--- config.mk ---
export PLATFORM = sky130hd
export DESIGN_NAME = mux_n_to_1_reg
export DESIGN_NICKNAME = d
export VERILOG_FILES = /design/src/rtl/mux_pkg.sv /design/src/rtl/mux_rr_pick.sv /design/src/rtl/mux_n_to_1_reg.sv
export SDC_FILE = /design/constraint.sdc
export NUM_CORES = 1
export LEC_CHECK = 0
export ABC_AREA = 1
export BUFFER_PORTS_ARGS = -buffer_cell sky130_fd_sc_hd__clkbuf_2
export CAP_MARGIN = 20
export CORE_AREA = 2 2 39 41
export CTS_BUF_LIST = sky130_fd_sc_hd__clkbuf_8
export DETAILED_ROUTE_END_ITERATION = 10
export DIE_AREA = 0 0 41 43
export PLACE_DENSITY = 0.46
export SETUP_SLACK_MARGIN = 0.1
export SYNTH_ARGS = -nofsm -noshare
export SYNTH_HDL_FRONTEND = slang
export SYNTH_HIERARCHICAL = 1
export SYNTH_SLANG_ARGS = --single-unit
--- constraint.sdc ---
create_clock -name clock -period 1.3 [get_ports clock]
set_input_delay 0.26 -clock clock [delete_from_list [all_inputs] [get_ports clock]]
set_output_delay 0.26 -clock clock [all_outputs]
set_load 0.02 [all_outputs]
--- src/rtl/mux_pkg.sv ---
// Shared constants and helpers for the registered N:1 multiplexer.
// Latency: none (package only).
// Backpressure: not applicable.
package mux_pkg;

    // Select-mode encodings for the rr_mode input.
    localparam logic MODE_FIXED = 1'b0;
    localparam logic MODE_RR    = 1'b1;

    // Ceiling log2, used to size the select register.
    function automatic int clog2(input int value);
        int r;
        r = 0;
        for (int v = value - 1; v > 0; v = v >> 1) begin
            r = r + 1;
        end
        return r;
    endfunction

endpackage

--- src/rtl/mux_rr_pick.sv ---
// Circular-priority picker: first channel with in_valid set, searching upward from start.
// Latency: combinational.
// Backpressure: none; the caller qualifies the grant with its own ready logic.
//
// Ports:
//   in_valid  per-channel request vector
//   start     channel that has the highest priority this cycle
//   grant     chosen channel (equals start when nothing is valid)
//   any       at least one channel is valid
module mux_rr_pick
    import mux_pkg::*;
#(
    parameter  int N    = 4,
    localparam int SELW = clog2(N)
) (
    input  logic [N-1:0]    in_valid,
    input  logic [SELW-1:0] start,
    output logic [SELW-1:0] grant,
    output logic            any
);

    // Walk from the farthest channel back to start so the last hit
    // is the closest one in circular order.
    always_comb begin
        grant = start;
        any   = 1'b0;
        for (int k = N - 1; k >= 0; k--) begin
            if (in_valid[(int'(start) + k) % N]) begin
                grant = SELW'((int'(start) + k) % N);
                any   = 1'b1;
            end
        end
    end

endmodule

--- src/rtl/mux_n_to_1_reg.sv ---
// Registered N:1 stream multiplexer with valid/ready handshakes and a registered select.
// Latency: 1 cycle from input transfer to out_valid; one word per cycle at full rate.
// Backpressure: in_ready drops on every channel while out_valid & !out_ready.
//
// Optional build macro MUX_RR_EN: adds round-robin selection while rr_mode=1.
//
// Ports:
//   clock, reset_n        rising-edge clock, synchronous active-low reset
//   in_data/in_valid/in_ready   N producer streams, channel i in in_data[i*W +: W]
//   sel, sel_load         new select value and its load strobe
//   rr_mode               1 = round-robin (only with MUX_RR_EN)
//   out_data/out_valid/out_ready  registered consumer stream
//   sel_err               sticky flag: sel_load seen with sel >= N
module mux_n_to_1_reg
    import mux_pkg::*;
#(
    parameter  int N    = 4,
    parameter  int W    = 1,
    localparam int SELW = clog2(N)
) (
    input  logic            clock,
    input  logic            reset_n,
    input  logic [N*W-1:0]  in_data,
    input  logic [N-1:0]    in_valid,
    output logic [N-1:0]    in_ready,
    input  logic [SELW-1:0] sel,
    input  logic            sel_load,
    input  logic            rr_mode,
    output logic [W-1:0]    out_data,
    output logic            out_valid,
    input  logic            out_ready,
    output logic            sel_err
);

    // One extra bit so the range check also works when N is a power of 2.
    localparam logic [SELW:0] N_LIM = (SELW + 1)'(N);

    logic [SELW-1:0] sel_q;
    logic [SELW-1:0] grant;
    logic            grant_vld;
    logic            can_load;
    logic            transfer;

`ifdef MUX_RR_EN
    logic [SELW-1:0] rr_grant;
    logic            rr_any;
    logic            rr_active;
    logic [SELW-1:0] grant_next;

    mux_rr_pick #(
        .N (N)
    ) u_rr_pick (
        .in_valid (in_valid),
        .start    (sel_q),
        .grant    (rr_grant),
        .any      (rr_any)
    );

    assign rr_active  = (rr_mode == MODE_RR);
    assign grant      = rr_active ? rr_grant : sel_q;
    assign grant_vld  = rr_active ? rr_any : in_valid[grant];
    assign grant_next = (grant == SELW'(N - 1)) ? '0 : grant + SELW'(1);
`else
    logic unused_rr_mode;

    assign unused_rr_mode = rr_mode;
    assign grant          = sel_q;
    assign grant_vld      = in_valid[grant];
`endif

    // The output register can take a word when empty or being drained now.
    assign can_load = !out_valid || out_ready;
    assign transfer = reset_n && grant_vld && can_load;

    always_comb begin
        in_ready = '0;
        if (reset_n && can_load) begin
            in_ready[grant] = 1'b1;
        end
    end

    always_ff @(posedge clock) begin
        if (!reset_n) begin
            sel_q     <= '0;
            out_valid <= 1'b0;
            out_data  <= '0;
            sel_err   <= 1'b0;
        end else begin
            if (transfer) begin
                out_data  <= in_data[int'(grant) * W +: W];
                out_valid <= 1'b1;
            end else if (out_ready) begin
                out_valid <= 1'b0;
            end

            // An explicit load overrides the round-robin advance; an
            // out-of-range value leaves sel_q alone and latches the error.
            if (sel_load) begin
                if ({1'b0, sel} < N_LIM) begin
                    sel_q <= sel;
                end else begin
                    sel_err <= 1'b1;
                end
            end
`ifdef MUX_RR_EN
            else if (rr_active && transfer) begin
                sel_q <= grant_next;
            end
`endif
        end
    end

endmodule

* Word level (Yosys, flattened, before mapping)
Cells that the tools add are included.
Widths: inputs -> output; s select.
** Word-level totals
- Flip-flop bits (word level) :: 4
- Input bits :: 15
- Output and inout port bits :: 7
- Word-level logic and storage cells :: 20
** Operators by class
- Order comparisons :: 2
- Shifts and indexed selects :: 1
- Mux-type cells :: 7
- Reductions and logical operators :: 7
** Operators with widths (count)
- $logic_and 1x1->1 :: 4
- $mux 1 :: 4
- $mux 4 :: 1
- $shiftx 4x3->1 :: 1
- $lt 2x3->1 const B :: 1
- $bmux 1 s2 :: 1
- $demux 1 s2 :: 1
- $ge 2x1->1 const B :: 1
- $reduce_bool 2->1 :: 1
- $logic_not 1->1 :: 1
- $logic_or 1x1->1 :: 1

* Depth between registers and ports, before layout
Gate-level depths: netlist of the first run.
- Depth in word-level cells :: 5
- Depth in mapped cells :: 8
- Gate-level depth less buffers :: 8

* Worst setup path before layout of the first run
OpenSTA, ideal clock, no wires.
- Kind :: register to output
- From :: register out_valid
- To :: output in_ready[0]
- Data arrival time :: 1.134 ns
- Data required time :: 1.040 ns
- Path slack :: -0.094 ns
- Cell stages (with the launch flop) :: 4
- Buffers on the path :: 0
- Cells stage by stage :: dfxtp_1 > a21oi_2 > inv_1 > nor3_1
** Between the ends
- Word-level cells in the longest chain between the ends :: 4
** Ends and longest elaborated chain
- start: declaration :: line mux_n_to_1_reg.sv:30 : output logic out_valid,
- start signal: assignment :: line mux_n_to_1_reg.sv:85 : out_valid <= 1'b0;
- start signal: assignment :: line mux_n_to_1_reg.sv:91 : out_valid <= 1'b1;
- start signal: assignment :: line mux_n_to_1_reg.sv:93 : out_valid <= 1'b0;
- $logic_not 1->1 :: line mux_n_to_1_reg.sv:72 : assign can_load = !out_valid || out_ready;
- $logic_or 1x1->1 :: line mux_n_to_1_reg.sv:72
- $logic_and 1x1->1 :: line mux_n_to_1_reg.sv:77 : if (reset_n && can_load) begin
- $mux 4 :: line mux_n_to_1_reg.sv:77
- end: declaration :: line mux_n_to_1_reg.sv:25 : output logic [N-1:0] in_ready,
No other way between the ends.

* Worst setup path in the final report of the first run
- From :: register out_valid
- To :: output in_ready[3]
Same word-level chain as after synthesis.

==> results of run 1 <==
[power by group through the flow]
stage          registers (mW)  logic, mW  clock network, mW
2_1_floorplan           0.155     0.0708                  0
3_3_place_gp            0.145      0.133                  0
3_5_place_dp            0.145      0.133                  0
4_1_cts                 0.144      0.140              0.265
5_1_grt                 0.147      0.157              0.268
6_report                0.146      0.141              0.256
[metrics by stage]
step / utilization (%) / hold WS (ns) / power (mW) / setup slack, ns / std cells
2_1_floorplan: - / 0.358 / 0.226 / 0.0491 / 45
3_3_place_gp: 31.2 / 0.489 / 0.277 / 0.0889 / 83
3_5_place_dp: 31.2 / 0.485 / 0.278 / 0.0876 / 83
4_1_cts: 35.5 / 0.319 / 0.549 / -0.0405 / 87
5_1_grt: 36.3 / 0.343 / 0.572 / -0.0267 / 87
6_report: 36.3 / 0.318 / 0.543 / 0.0129 / 87
[layer usage]
metal  routed length, µm  track usage [%]
met1                 344             11.0
met2                 330             12.5
met3                  50             1.57
met4                   0             8.00
met5                   0                0
[Yosys cell counts, types with 2 or more instances]
| cell | instances | share of area [%] |
|---|---|---|
| nand2_1 | 11 | 15 |
| inv_1 | 5 | 6.9 |
| nand3_1 | 5 | 9.1 |
| dfxtp_1 | 4 | 29 |
| nor3_1 | 4 | 7.3 |
| a21oi_1 | 3 | 5.5 |
| nand2_2 | 3 | 6.9 |
| inv_2 | 2 | 2.7 |
| nor2_1 | 2 | 2.7 |
| o21ai_0 | 2 | 3.7 |
[final cells by class]
| type | instances | area (µm²) |
|---|---|---|
| clock buffers | 3 | 41.3 |
| well taps | 16 | 20.0 |
| multi-input cells | 33 | 188 |
| fillers | 147 | 882 |
| flip-flops and latches | 4 | 83.8 |
| repair buffers | 24 | 143 |
| inverters | 7 | 26.3 |
[tightest hold or removal path: cells and delay by family]
| kind | cells | cell delay [ns] |
|---|---|---|
| AOI/OAI and AO/OA | 1 | 0.07 |
| buffers and inverters | 2 | 0.16 |
[flip-flops by register name, indices dropped and copies added (netlist names)]
register   count
grant          2
out_data       1
out_valid      1
[final timing paths]
kind | startpoint | end | slack [ns] | cells after the start
worst max register to register | grant[0] | out_data | 0.29 | 8
worst min-delay path | sel_load | grant[0] | 0.32 | 3
worst min register to register | out_data | out_data | 0.49 | 2
worst max-delay path | out_valid | in_ready[3] | 0.01 | 4
[cell families (layout without fill, tap and decap cells)]
| logic type | after synthesis | after routing |
|---|---|---|
| AND/OR/NAND/NOR | 26 | 26 |
| buffers and inverters | 8 | 34 |
| flip-flops | 4 | 4 |
| other | 1 | 1 |
| AO/OA/AOI/OAI | 6 | 6 |
[timing repair]
action                                  in CTS  in global routing
pin swaps                                    1                  0
hold buffers                                 0                  0
cloned                                       0                  0
gates resized for setup                      6                  7
endpoints found under the setup margin       4                  4
buffers inserted                             1                  0
==> summary.md, run 1 <==
| Metric | Value |
|---|---|
| Critical path, cell by cell | `a21oi_4 > inv_2 > nor3_2 > buf_4` |
| Async set-or-reset flop fraction in the synthesized netlist | `0%` |
| Setup violators final | `0` |
| Predominant post-synthesis flop cell | `dfxtp_1` |
| I/O Buffers | `19` |
| Design area | `502 µm²` |
| Category of the critical setup timing path | `reg -> out` |
| # diodes | `0` |
| Gr usage total | `8.94%` |
| Vias in the first global route | `287` |
| First-pass GRT wire length | `1050 µm` |
| WP buf/inv | `2` |
| Core area | `0.00138 mm²` |
| CTS clock-pin slew for the worst setup and hold paths | `0.03 ns` |
| Placed inst area | `432 µm²` |
| DR pass1 iterations | `3` |
| Tcrit/Tclk final | `99.0%` |
| Switch share | `27.1%` |
| Synth unique cells | `14` |
| Gr ovfl total | `0` |
| Largest net degree at the start of global routing | `8` |
| # clock sinks | `4` |
| Lkg Pwr | `0.277 nW` |
| #FFs+latches synth | `4` |
| Setup TNS | `0 ns` |
| Clk network pwr share | `47.1%` |
| H-tree depth | `1` |
| CP required | `1.04 ns` |
| Leading cell type in the layout, fill and taps excluded | `clkbuf_2` |
| Max-slew violations | `0` |
| # IOs | `22` |
| Mapped Cells | `45` |
| Max IR drop VDD | `0.533 mV` |
| Post-synthesis adder-cell area fraction | `0%` |
| NetSw | `0.148 mW` |
| Sequential area share after synthesis | `29.2%` |
| Num CTS Buffers | `3` |
| Logic gate share of total power | `26.0%` |
| Post-synthesis mux area share | `0%` |
| Critical path capture point type | `output port` |
| Total number of vias | `352` |
| Share of cells above drive strength 1 | `59.2%` |
| CP max-delay cell | `dfxtp_2` |
| Critical Path Source Type | `register` |
| Largest family of logic cells by synthesized area | `simple AND/OR/NAND/NOR gates` |
| Netlist Area Pre-Place | `274 µm²` |
| Critical Path AT | `1.03 ns` |
| Syn avg cell area | `6.09 µm²` |
| Post-synth EDFFs | `0` |
| Final net count | `88` |
| Post-route ant nets | `0` |
| Initial antenna violation count | `0` |
| Outcome | `finished, final reports clean` |
| Final wirelength | `725 µm` |
| Yosys warns | `6` |
| CTS tree | `done` |
| Average via count per standard cell | `4.05` |
| Row cnt | `14` |
| Initial core utilization | `19.8%` |
| P_int | `0.396 mW` |
| Fmax | `777 MHz` |
| Skew-Pair Late Insertion Delay | `0.21 ns` |
| Gpl congestion | `0.728` |
| DP HPWL | `598 µm` |
| Max-cap violations | `0` |
| Die X | `41 µm` |
| Most frequent cells in the layout | `clkbuf_2, nand2_1, buf_4` |
| Chip height | `43 µm` |
| Wire per inst | `8.33 µm` |
| Tmin final | `1.29 ns` |
| RSZ-0062 raised after global routing | `true` |
| Slowest cell delay on critical path | `0.33 ns` |
| Mapped Nets | `60` |
| Die area | `0.00176 mm²` |
| Compound-gate portion of the synthesized area | `12.3%` |
| Longest Clk Path Bufs | `2` |
| Worst Skew | `0.00277 ns` |
| Power per standard cell area | `1080 mW/mm²` |
| Crit path max fanout | `4` |
| DRT iter0 DRCs | `3` |
| Post-synthesis simple-gate area fraction | `44.7%` |
| XOR/XNOR Fraction of Synth Area | `0%` |
| Clock root buffer | `clkbuf_8` |
| Area delta synth->final | `83.1%` |
| DRC violations left | `0` |
| Hold/Removal Path Class | `in -> reg` |
| Delay-heaviest family, CP | `flip-flops` |
| Flop pwr share | `26.9%` |
| Hold Violations, Final | `0` |
Power figures use the tool's default switching activity.
==> run 2, diff against run 1 <==
REMOVE_ABC_BUFFERS = 1   (was default)
==> run 2 against run 1 <==
  * Cell area shrank 0.50%
  * Critical endpoint is now in_ready[1]
  * Final cell count grew 1.1%
  * Via count grew 4.0%
  * Core utilization shrank 0.18 points
  * Register-to-register slack lost 0.04 ns
  * Count of clock-buffer cells in the layout is the same
  * Combinational power grew 3%
==> summary.md, run 2 (synthesis results as in run 1) <==
| Metric | Value |
|---|---|
| RSZ-0062 raised after global routing | `true (unchanged)` |
| GR Util met1 | `8.31% (was 11.0%)` |
| Hold depth | `3 (unchanged)` |
| Reg2reg setup slack | `0.25 ns (was 0.29 ns)` |
| Initial antenna violation count | `0 (unchanged)` |
| Area delta synth->final | `82.2% (was 83.1%)` |
| Largest net degree at the start of global routing | `8 (unchanged)` |
| Placed inst area | `412 µm² (was 432 µm²)` |
| Max-slew violations | `0 (unchanged)` |
| Max IR drop VDD | `0.434 mV (was 0.533 mV)` |
| Worst setup path start | `out_valid (unchanged)` |
| DRC violations left | `0 (unchanged)` |
| Worst hold slack | `0.334 ns (was 0.318 ns)` |
| Max-cap violations | `0 (unchanged)` |
| Power per standard cell area | `1090 mW/mm² (was 1080 mW/mm²)` |
| Outcome | `finished, final reports clean (unchanged)` |
| Critical Path AT | `1.03 ns (about the same)` |
| Hold Crit Endpoint | `grant[1] (was grant[0])` |
| Share of cells above drive strength 1 | `56.9% (was 59.2%)` |
| Skew-Pair Late Insertion Delay | `0.21 ns (about the same)` |
| Final core occ | `36.1% (was 36.3%)` |
| CTS clock-pin slew for the worst setup and hold paths | `0.03 ns (about the same)` |
| Tcrit/Tclk final | `99.5% (was 99.0%)` |
| Routing usage on met3 | `1.57% (unchanged)` |
| Vias in the first global route | `311 (was 287)` |
| DP HPWL | `577 µm (was 598 µm)` |
| Tot Pwr | `0.544 mW (was 0.543 mW)` |
| Design area | `499 µm² (was 502 µm²)` |
| Gr ovfl total | `0 (unchanged)` |
| Average via count per standard cell | `4.16 (was 4.05)` |
| I/O Buffers | `19 (unchanged)` |
| Met2 GRT Util | `15.9% (was 12.5%)` |
| Hold/Removal Path Class | `in -> reg (unchanged)` |
| Gr usage total | `9.52% (was 8.94%)` |
| Delay-heaviest family, CP | `flip-flops (unchanged)` |
| Clock root buffer | `clkbuf_8 (unchanged)` |
| Hold bufs inserted after CTS | `0 (unchanged)` |
| Tmin final | `1.29 ns (about the same)` |
| Lkg Pwr | `0.280 nW (was 0.277 nW)` |
| H-tree depth | `1 (unchanged)` |
| Reg2Reg Capture Point | `out_data (unchanged)` |
| Gr busiest metal | `met2 (unchanged)` |
| Final WS setup | `0.00672 ns (was 0.0129 ns)` |
| Setup TNS | `0 ns (unchanged)` |
| Critical path, cell by cell | `a21oi_2 > inv_2 > nor3_2 > buf_4 (was a21oi_4 > inv_2 > nor3_2 > buf_4)` |
| Setup WS pre-CTS | `0.0936 ns (was 0.0876 ns)` |
| # clock sinks | `4 (unchanged)` |
| Setup violators final | `0 (unchanged)` |
| Worst-case reg-to-reg path depth | `8 (unchanged)` |
| Non-Filler Instances | `88 (was 87)` |
| Max reg flops | `2 (unchanged)` |
| # IOs | `22 (unchanged)` |
| Most frequent cells in the layout | `clkbuf_2, nand2_1, buf_4 (unchanged)` |
| Category of the critical setup timing path | `reg -> out (unchanged)` |
| Gpl congestion | `0.651 (was 0.728)` |
| Critical path capture point type | `output port (unchanged)` |
| Longest Clk Path Bufs | `2 (unchanged)` |
| Critical Path Source Type | `register (unchanged)` |
| DRT iter0 DRCs | `3 (unchanged)` |
| Die area | `0.00176 mm² (unchanged)` |
| Post-route ant nets | `0 (unchanged)` |
| CTS tree | `done (unchanged)` |
| Crit path max fanout | `4 (unchanged)` |
| Placed instance count | `83 (unchanged)` |
| Num CTS Buffers | `3 (unchanged)` |
| CP max-delay cell | `dfxtp_2 (unchanged)` |
| Worst Skew | `0.000617 ns (was 0.00277 ns)` |
| Reg-to-reg startpoint | `grant[0] (unchanged)` |
| HP Start | `sel[1] (was sel_load)` |
| Total number of vias | `366 (was 352)` |
| Die X | `41 µm (unchanged)` |
| Chip height | `43 µm (unchanged)` |
| Fmax | `773 MHz (was 777 MHz)` |
| Wire per inst | `8.24 µm (was 8.33 µm)` |
| Row cnt | `14 (unchanged)` |
| DR pass1 iterations | `3 (unchanged)` |
| Initial core utilization | `19.8% (unchanged)` |
| CP required | `1.04 ns (about the same)` |
| Hold Violations, Final | `0 (unchanged)` |
| WP buf/inv | `2 (unchanged)` |
| # diodes | `0 (unchanged)` |
| Final wirelength | `725 µm (unchanged)` |
| Leading cell type in the layout, fill and taps excluded | `clkbuf_2 (unchanged)` |
| Core area | `0.00138 mm² (unchanged)` |
| Final net count | `89 (was 88)` |
| Slowest cell delay on critical path | `0.31 ns (was 0.33 ns)` |
| First-pass GRT wire length | `1100 µm (was 1050 µm)` |
[run 2: cell count changes in the layout (fill, tap and decap cells not counted), sizes merged]
| cell | previous run | this run |
|---|---|---|
| buf | 9 | 10 |
[run 2: worst max-delay path by stage]
stage	cells after the start	slack, ns	endpoint
floorplan	3	-0.09	in_ready[0]
global placement	6	0.1	in_ready[1]
detailed placement	6	0.09	in_ready[1]
CTS	4	-0.02	in_ready[1]
global route	4	-0.07	in_ready[1]
finish	4	0.007	in_ready[1]
[run 2: worst min-delay path: stages]
cell and delay (ns):
clkbuf_2 0.08, o21ai_0 0.07, a21oi_1 0.10
[run 2: layer usage]
metal	vias up	wire, µm
li1	198	-
met1	148	298
met2	16	338
met3	4	54
met4	0	33
met5	-	0
[run 2: cell type report]
class	instances	area, µm²
Inverter	7	26.3
Clock buffer	3	41.3
Fill cell	151	885
Tap cell	16	20.0
Multi-Input combinational cell	33	180
Timing Repair Buffer	25	150
Sequential cell	4	81.3
[run 2: power by group]
group / internal, mW / switching [mW]
clock: 0.197 / 0.0606
sequential: 0.135 / 0.00706
combinational: 0.0654 / 0.0793
[run 2: repair_timing]
item,in CTS,in global routing
setup endpoints to repair,4,4
pin swaps,1,0
setup buffers,2,0
gates resized for setup,10,4
